===== src/rtl/onehot_seq_pkg.sv =====
// Shared definitions for the one-hot position sequencer: run-mode codes,
// FSM state encoding and the length clamp / mode normalisation helpers.
package onehot_seq_pkg;

  localparam logic [1:0] MODE_ONESHOT = 2'b00;
  localparam logic [1:0] MODE_STEP    = 2'b01;
  localparam logic [1:0] MODE_FREERUN = 2'b10;

  typedef enum logic {
    IDLE = 1'b0,
    RUN  = 1'b1
  } state_t;

  // Clamp a requested run length into [2, max_len].
  function automatic int unsigned clamp_len(input int unsigned len, input int unsigned max_len);
    if (len < 2) return 2;
    if (len > max_len) return max_len;
    return len;
  endfunction

  // The reserved mode code 11 behaves as one-shot.
  function automatic logic [1:0] norm_mode(input logic [1:0] m);
    return (m == 2'b11) ? MODE_ONESHOT : m;
  endfunction

endpackage


===== src/rtl/onehot_sequencer_if.sv =====
// Control/status bundle between the depth controller (master) and the
// one-hot sequencer (slave).
//   start/mode/length/step/hold/abort : controller -> sequencer
//   counter/running/last/wrap/done    : sequencer -> consumers
//   wrap_count                        : only with ONEHOT_SEQ_WRAP_COUNT_EN
interface onehot_sequencer_if #(
  parameter int unsigned NUMBER = 4,
  parameter int unsigned LEN_W  = 3,
  parameter int unsigned WRAP_W = 8
);

  logic              start;
  logic [1:0]        mode;
  logic [LEN_W-1:0]  length;
  logic              step;
  logic              hold;
  logic              abort;
  logic [NUMBER-1:0] counter;
  logic              running;
  logic              last;
  logic              wrap;
  logic              done;
`ifdef ONEHOT_SEQ_WRAP_COUNT_EN
  logic [WRAP_W-1:0] wrap_count;
`endif

  // Reject configurations the sequencer cannot represent.
  if (NUMBER < 2 || (NUMBER >> LEN_W) != 0 || WRAP_W < 1) begin : g_bad_cfg
    $error("onehot_sequencer_if: invalid NUMBER/LEN_W/WRAP_W");
  end

  modport master (
    output start, mode, length, step, hold, abort,
`ifdef ONEHOT_SEQ_WRAP_COUNT_EN
    input  wrap_count,
`endif
    input  counter, running, last, wrap, done
  );

  modport slave (
    input  start, mode, length, step, hold, abort,
`ifdef ONEHOT_SEQ_WRAP_COUNT_EN
    output wrap_count,
`endif
    output counter, running, last, wrap, done
  );

endinterface


===== src/rtl/onehot_ring.sv =====
// Rotate-by-one one-hot register with enable, runtime wrap point and
// synchronous load-to-1. Knows nothing about run modes.
//   clk, reset : clock, synchronous active-high reset (loads 1)
//   en         : advance one position
//   load_one   : return to bit 0 (wins over en)
//   wrap_len   : active positions; bit wrap_len-1 returns to bit 0
//   q          : registered one-hot position
//   at_end_c   : q currently sits on bit wrap_len-1
module onehot_ring #(
  parameter int unsigned N     = 4,
  parameter int unsigned LEN_W = 3
) (
  input  logic             clk,
  input  logic             reset,
  input  logic             en,
  input  logic             load_one,
  input  logic [LEN_W-1:0] wrap_len,
  output logic [N-1:0]     q,
  output logic             at_end_c
);

  localparam logic [N-1:0] ONE = N'(1);

  logic [N-1:0] end_mask;

  // Single-bit mask marking the wrap position.
  always_comb begin
    end_mask = '0;
    for (int i = 0; i < int'(N); i++) begin
      end_mask[i] = (LEN_W'(i + 1) == wrap_len);
    end
    at_end_c = |(q & end_mask);
  end

  always_ff @(posedge clk) begin
    if (reset || load_one) begin
      q <= ONE;
    end else if (en) begin
      q <= at_end_c ? ONE : {q[N-2:0], 1'b0};
    end
  end

endmodule


===== src/rtl/onehot_sequencer.sv =====
// One-hot position sequencer with runtime length and one-shot / step /
// free-run modes, hold, abort and a one-shot completion pulse.
// Optional feature macro: ONEHOT_SEQ_WRAP_COUNT_EN adds a saturating
// wrap counter (bus.wrap_count), cleared on start, abort and reset.
//   clk   : rising-edge clock
//   reset : synchronous, active-high
//   bus   : onehot_sequencer_if.slave (start/mode/length/step/hold/abort in;
//           counter/running/last/wrap/done[/wrap_count] out)
// running, last and wrap are combinational; counter, done, wrap_count are
// registered.
module onehot_sequencer
  import onehot_seq_pkg::*;
#(
  parameter int unsigned NUMBER = 4,
  parameter int unsigned LEN_W  = 3,
  parameter int unsigned WRAP_W = 8
) (
  input  logic clk,
  input  logic reset,
  onehot_sequencer_if.slave bus
);

  if (NUMBER < 2 || (NUMBER >> LEN_W) != 0 || WRAP_W < 1) begin : g_bad_cfg
    $error("onehot_sequencer: invalid NUMBER/LEN_W/WRAP_W");
  end

  state_t            state_q, state_d;
  logic [1:0]        mode_q, mode_d;
  logic [LEN_W-1:0]  len_q, len_d;
  logic              done_q, done_d;
  logic [NUMBER-1:0] counter_q;
  logic              at_end;

  logic              launch_c, running_c, advance_c, last_c, wrap_c, ring_load_c;
  logic [1:0]        eff_mode_c;
  logic [LEN_W-1:0]  eff_len_c;

`ifdef ONEHOT_SEQ_WRAP_COUNT_EN
  logic [WRAP_W-1:0] wc_q, wc_d;
`endif

  // In the start cycle the live (clamped) request governs; afterwards the latched copy.
  assign launch_c   = (state_q == IDLE) && bus.start && !bus.abort;
  assign running_c  = (state_q == RUN) || launch_c;
  assign eff_mode_c = (state_q == RUN) ? mode_q : norm_mode(bus.mode);
  assign eff_len_c  = (state_q == RUN) ? len_q
                                       : LEN_W'(clamp_len(32'(bus.length), NUMBER));

  onehot_ring #(.N(NUMBER), .LEN_W(LEN_W)) u_ring (
    .clk      (clk),
    .reset    (reset),
    .en       (advance_c),
    .load_one (ring_load_c),
    .wrap_len (eff_len_c),
    .q        (counter_q),
    .at_end_c (at_end)
  );

  // Next-state and advance/wrap decode.
  always_comb begin
    state_d     = state_q;
    mode_d      = mode_q;
    len_d       = len_q;
    done_d      = 1'b0;
    advance_c   = 1'b0;
    last_c      = 1'b0;
    wrap_c      = 1'b0;
    ring_load_c = 1'b0;
`ifdef ONEHOT_SEQ_WRAP_COUNT_EN
    wc_d        = wc_q;
`endif

    // abort is folded in here so it beats any advance.
    advance_c = running_c && !bus.hold && !bus.abort &&
                ((eff_mode_c == MODE_STEP) ? bus.step : 1'b1);
    last_c    = running_c && at_end;
    wrap_c    = last_c && advance_c;

    case (state_q)
      IDLE: begin
        if (launch_c) begin
          state_d = RUN;
          mode_d  = norm_mode(bus.mode);
          len_d   = eff_len_c;
        end
      end
      RUN: begin
        if (bus.abort) begin
          state_d = IDLE;
        end else if (wrap_c && eff_mode_c == MODE_ONESHOT) begin
          state_d = IDLE;
        end
      end
      default: state_d = IDLE;
    endcase

    done_d      = wrap_c && (eff_mode_c == MODE_ONESHOT);
    ring_load_c = bus.abort || done_d;

`ifdef ONEHOT_SEQ_WRAP_COUNT_EN
    if (bus.abort || launch_c) begin
      wc_d = '0;
    end else if (wrap_c && wc_q != '1) begin
      wc_d = wc_q + WRAP_W'(1);
    end
`endif
  end

  always_ff @(posedge clk) begin
    if (reset) begin
      state_q <= IDLE;
      mode_q  <= MODE_ONESHOT;
      len_q   <= LEN_W'(NUMBER);
      done_q  <= 1'b0;
`ifdef ONEHOT_SEQ_WRAP_COUNT_EN
      wc_q    <= '0;
`endif
    end else begin
      state_q <= state_d;
      mode_q  <= mode_d;
      len_q   <= len_d;
      done_q  <= done_d;
`ifdef ONEHOT_SEQ_WRAP_COUNT_EN
      wc_q    <= wc_d;
`endif
    end
  end

  assign bus.counter = counter_q;
  assign bus.running = running_c;
  assign bus.last    = last_c;
  assign bus.wrap    = wrap_c;
  assign bus.done    = done_q;
`ifdef ONEHOT_SEQ_WRAP_COUNT_EN
  assign bus.wrap_count = wc_q;
`endif

endmodule


===== src/flat_wrapper.sv =====
// flat-port wrapper written by rule: the top's interface ports become plain ports
module onehot_sequencer_flat import onehot_seq_pkg::*;
#(
  parameter int unsigned NUMBER = 4,
  parameter int unsigned LEN_W  = 3,
  parameter int unsigned WRAP_W = 8
)
  (clk, reset, bus_start, bus_mode, bus_length, bus_step, bus_hold, bus_abort, bus_counter, bus_running, bus_last, bus_wrap, bus_done);
  onehot_sequencer_if #(.NUMBER(NUMBER), .LEN_W(LEN_W), .WRAP_W(WRAP_W)) bus_i ();
  input  logic clk;
  input  logic reset;
  input wire logic [$bits(bus_i.start)-1:0] bus_start;
  input wire logic [$bits(bus_i.mode)-1:0] bus_mode;
  input wire logic [$bits(bus_i.length)-1:0] bus_length;
  input wire logic [$bits(bus_i.step)-1:0] bus_step;
  input wire logic [$bits(bus_i.hold)-1:0] bus_hold;
  input wire logic [$bits(bus_i.abort)-1:0] bus_abort;
  output wire logic [$bits(bus_i.counter)-1:0] bus_counter;
  output wire logic [$bits(bus_i.running)-1:0] bus_running;
  output wire logic [$bits(bus_i.last)-1:0] bus_last;
  output wire logic [$bits(bus_i.wrap)-1:0] bus_wrap;
  output wire logic [$bits(bus_i.done)-1:0] bus_done;
  assign bus_i.start = bus_start;
  assign bus_i.mode = bus_mode;
  assign bus_i.length = bus_length;
  assign bus_i.step = bus_step;
  assign bus_i.hold = bus_hold;
  assign bus_i.abort = bus_abort;
  assign bus_counter = bus_i.counter;
  assign bus_running = bus_i.running;
  assign bus_last = bus_i.last;
  assign bus_wrap = bus_i.wrap;
  assign bus_done = bus_i.done;
  onehot_sequencer #(.NUMBER(NUMBER), .LEN_W(LEN_W), .WRAP_W(WRAP_W)) u_core (.clk(clk), .reset(reset), .bus(bus_i));
endmodule

===== config.mk =====
export PLATFORM = sky130hd
export DESIGN_NAME = onehot_sequencer_flat
export DESIGN_NICKNAME = d
export VERILOG_FILES = /design/src/rtl/onehot_seq_pkg.sv /design/src/rtl/onehot_sequencer_if.sv /design/src/rtl/onehot_ring.sv /design/src/rtl/onehot_sequencer.sv /design/src/flat_wrapper.sv
export SDC_FILE = /design/constraint.sdc
export NUM_CORES = 1
export LEC_CHECK = 0
export BUFFER_PORTS_ARGS = -buffer_cell sky130_fd_sc_hd__buf_2
export CAP_MARGIN = 20
export CORE_AREA = 2 2 39 41
export DETAILED_ROUTE_END_ITERATION = 6
export DIE_AREA = 0 0 41 43
export PLACE_DENSITY = 0.74
export SETUP_SLACK_MARGIN = 0.4
export SLEW_MARGIN = 20
export SYNTH_ARGS = -nofsm -noshare
export SYNTH_HDL_FRONTEND = slang
export SYNTH_SLANG_ARGS = --single-unit

===== constraint.sdc =====
create_clock -name clk -period 4.8 [get_ports clk]
set_clock_uncertainty 0.1 [all_clocks]
set_input_delay 0.24 -clock clk [delete_from_list [all_inputs] [get_ports clk]]
set_output_delay 0.24 -clock clk [all_outputs]
set_load 0.01 [all_outputs]

==> metrics.yaml <==
sta:
  setup-violations-final: 0
  slew_headroom_pct: 66.24
  tightest_slew_ps: 505.7
  setup_ws_ps: 2370
  fin_crit_sh_pct: 50.62
  min_period_ps: 2430
  setup_tns_ps: 0
  max_freq_mhz: 411.6
  hold_violations: 0
  rsz0062_at_grt: "no"
  slew_violations: 0
clock_tree:
  cts_resized: 0
  htreeDepth: 1
  clk_pin_slew_ps: 70
  cts_tree: "yes"
  insertion_delay_ps: 270
  post-cts-setup-buffers: 0
  cts_root_buf: "clkbuf_4"
  holdBufCountCts: 0
  cts-buffers-inserted: 3
  clockBufferDepth: 2
  clock-sinks: 11
synth:
  syn_area_um2: 621.8
  ys_warn_count: 0
  synth-xor-area-share_pct: 0
  synth-seq-area-share_pct: 35.41
  synth_top_family_by_area: "compound AO/OA/AOI/OAI gates"
  synth_seq_cells: 11
  synth_cells: 68
  yosysTopAreaCell: "dfxtp_1"
  synthSimpleGateAreaFrac_pct: 29.98
  ys_top_cells_by_count: "dfxtp_1 (11), a21oi_1 (8), nand2_1 (8)"
  syn_avg_cell_area_um2: 9.145
  synth_top_area_share_pct: 35.41
  synthAdderAreaFrac_pct: 0
  synthFlopType: "dfxtp_1"
  synthMostInstantiatedCell: "dfxtp_1"
  synth_cell_type_count: 32
  synthMuxAreaShare_pct: 0
  syn-num-nets: 79
  ys_async_sr_fraction_pct: 0
  synth_edf_count: 0
  synth_compound_area_share_pct: 30.99
  yosys-top-cells-area: "dfxtp_1 (35%), a21oi_1 (6.4%), o21ai_0 (4.8%)"
global_route:
  met1_usage_pct: 23.93
  grt_pass1_wl_um: 2139
  grt_max_degree: 18
  met3_usage_pct: 3.141
  top_usage_layer: "met2"
  grtUsageMet2_pct: 25.00
  grt-ovfl-total: 0
  grtUsageTotal_pct: 17.68
  antenna_found_initial: 0
  grt_pass1_vias: 527
critical_path:
  crit_arrival_ps: 2090
  worstPathMaxFanout: 17
  criticalPathCategory: "flip-flop to output port"
  end_kind: "output port"
  worstPathRequired_ps: 4460
  start_kind: "flip-flop"
detailed_routing:
  vias: 618
  wl_um: 1322
  drc: 0
  ant_nets: 0
  drt-initial-drc-count: 20
  drtPass1Iterations: 4
  viasPerCell: 5.942
  post_drt_wl_per_cell_um: 12.71
die:
  core_area_mm2: 0.001384
  dieArea_mm2: 0.001763
  num_rows: 14
  ioPinCount: 19
  die_height_um: 43
  start_util_pct: 44.94
  die_x_um: 41
cells_and_area:
  area_growth_pct: 19.52
  nFillCells: 133
  drive_gt1_share_pct: 30.68
  stdcell_count: 104
  layout.nets: 100
  post-route-util_pct: 53.71
  num_antenna_cells: 0
place:
  numPortBuffers: 18
  gp_congestion: 0.7896
  placed_cells: 100
  place_ws_ps: 2677
  dpl.hpwl_um: 999.5
power_and_ir_drop:
  p_sw_share_pct: 26.87
  vdd_ir_drop_max_mv: 0.1467
  combPwrFrac_pct: 13.9
  power_uw: 189.0
  p_leak_uw: 0.0002949
  switching_power_uw: 50.79
  power.sequential.fraction_pct: 51.9
  power.share.clock_pct: 34.2
  power.density_mw_per_mm2: 254.4
  p_int_uw: 138.2
flow_run:
  cap_violations: 0
outcome:
  status: "completed"
hold_path:
  hold_class: "input port to flip-flop"
==> stage by stage <==
| step | cell area [µm²] | hold WS [ps] |
|---|---|---|
| CTS | 743.2 | 96.63 |
| global placement | 716.9 | 355.7 |
| detailed placement | 716.9 | 364.9 |
| global route | 743.2 | 102.1 |
| floorplan | 621.8 | 209.1 |
| finish | 743.2 | 99.47 |
==> final cells by class <==
| cell class | count | area (µm²) | area share, % |
|---|---|---|---|
| clock buffers | 4 | 26.28 | 3.535 |
| repair buffers | 18 | 90.09 | 12.12 |
| inverters | 2 | 7.507 | 1.010 |
| well taps | 16 | 20.02 | 2.694 |
| multi-input cells | 53 | 379.1 | 51.01 |
| flip-flops and latches | 11 | 220.2 | 29.63 |
==> worst max-delay path, cell delays in order (launching register included) <==
cell     delay (ps)
dfxtp_1         640
inv_2           150
or4_1           530
o211a_4         190
nor3_2          150
buf_2           150
==> power by group through the flow <==
stage               clock, µW  combinational (µW)  sequential, µW
floorplan                   0                18.2            98.7
global placement            0                26.2             100
detailed placement          0                26.5             100
CTS                      66.2                26.7            97.9
global route             70.0                29.5            98.6
finish                   64.6                26.3            98.1
==> cells in the final DEF (no fill, tap or decap), drive strengths merged, types with 2 or more instances in the layout <==
cell type,count
clkbuf,4
dfxtp,11
buf,18
nand2,8
nor2,2
o21ai,6
inv,2
and3,2
nor2b,2
a21oi,8
nor3,5
nand2b,2
==> logic make-up (layout without fill, tap and decap cells) <==
logic type | count (synthesis) | count (layout)
compound gates | 24 | 24
buf+inv | 4 | 24
flops | 11 | 11
simple gates | 29 | 29
==> registers in the layout (all words and copies together), names as in the netlist <==
signal           cells
u_core.len_q         3
u_core.state_q       1
u_core.u_ring.q      4
u_core.mode_q        2
u_core.bus.done      1
==> per-layer routing <==
metal / share of wire, % / vias to the layer above
li1: - / 305
met1: 48 / 296
met2: 45 / 12
met3: 4.2 / 5
met4: 2.6 / 0
met5: 0 / -
==> path summary, 6_finish.rpt <==
check | startpoint | to | slack (ps) | depth (start not counted)
worst max-delay path | u_core.state_q$_SDFF_PP0_ | bus_wrap | 2370 | 5
worst min-delay path | reset | u_core.mode_q[0]$_SDFFE_PP0P_ | 100 | 2
worst max register to register | u_core.state_q$_SDFF_PP0_ | u_core.state_q$_SDFF_PP0_ | 2860 | 4
worst min register to register | u_core.u_ring.q[3]$_SDFFE_PP0P_ | u_core.u_ring.q[3]$_SDFFE_PP0P_ | 370 | 2
Power figures use the tool's default switching activity.
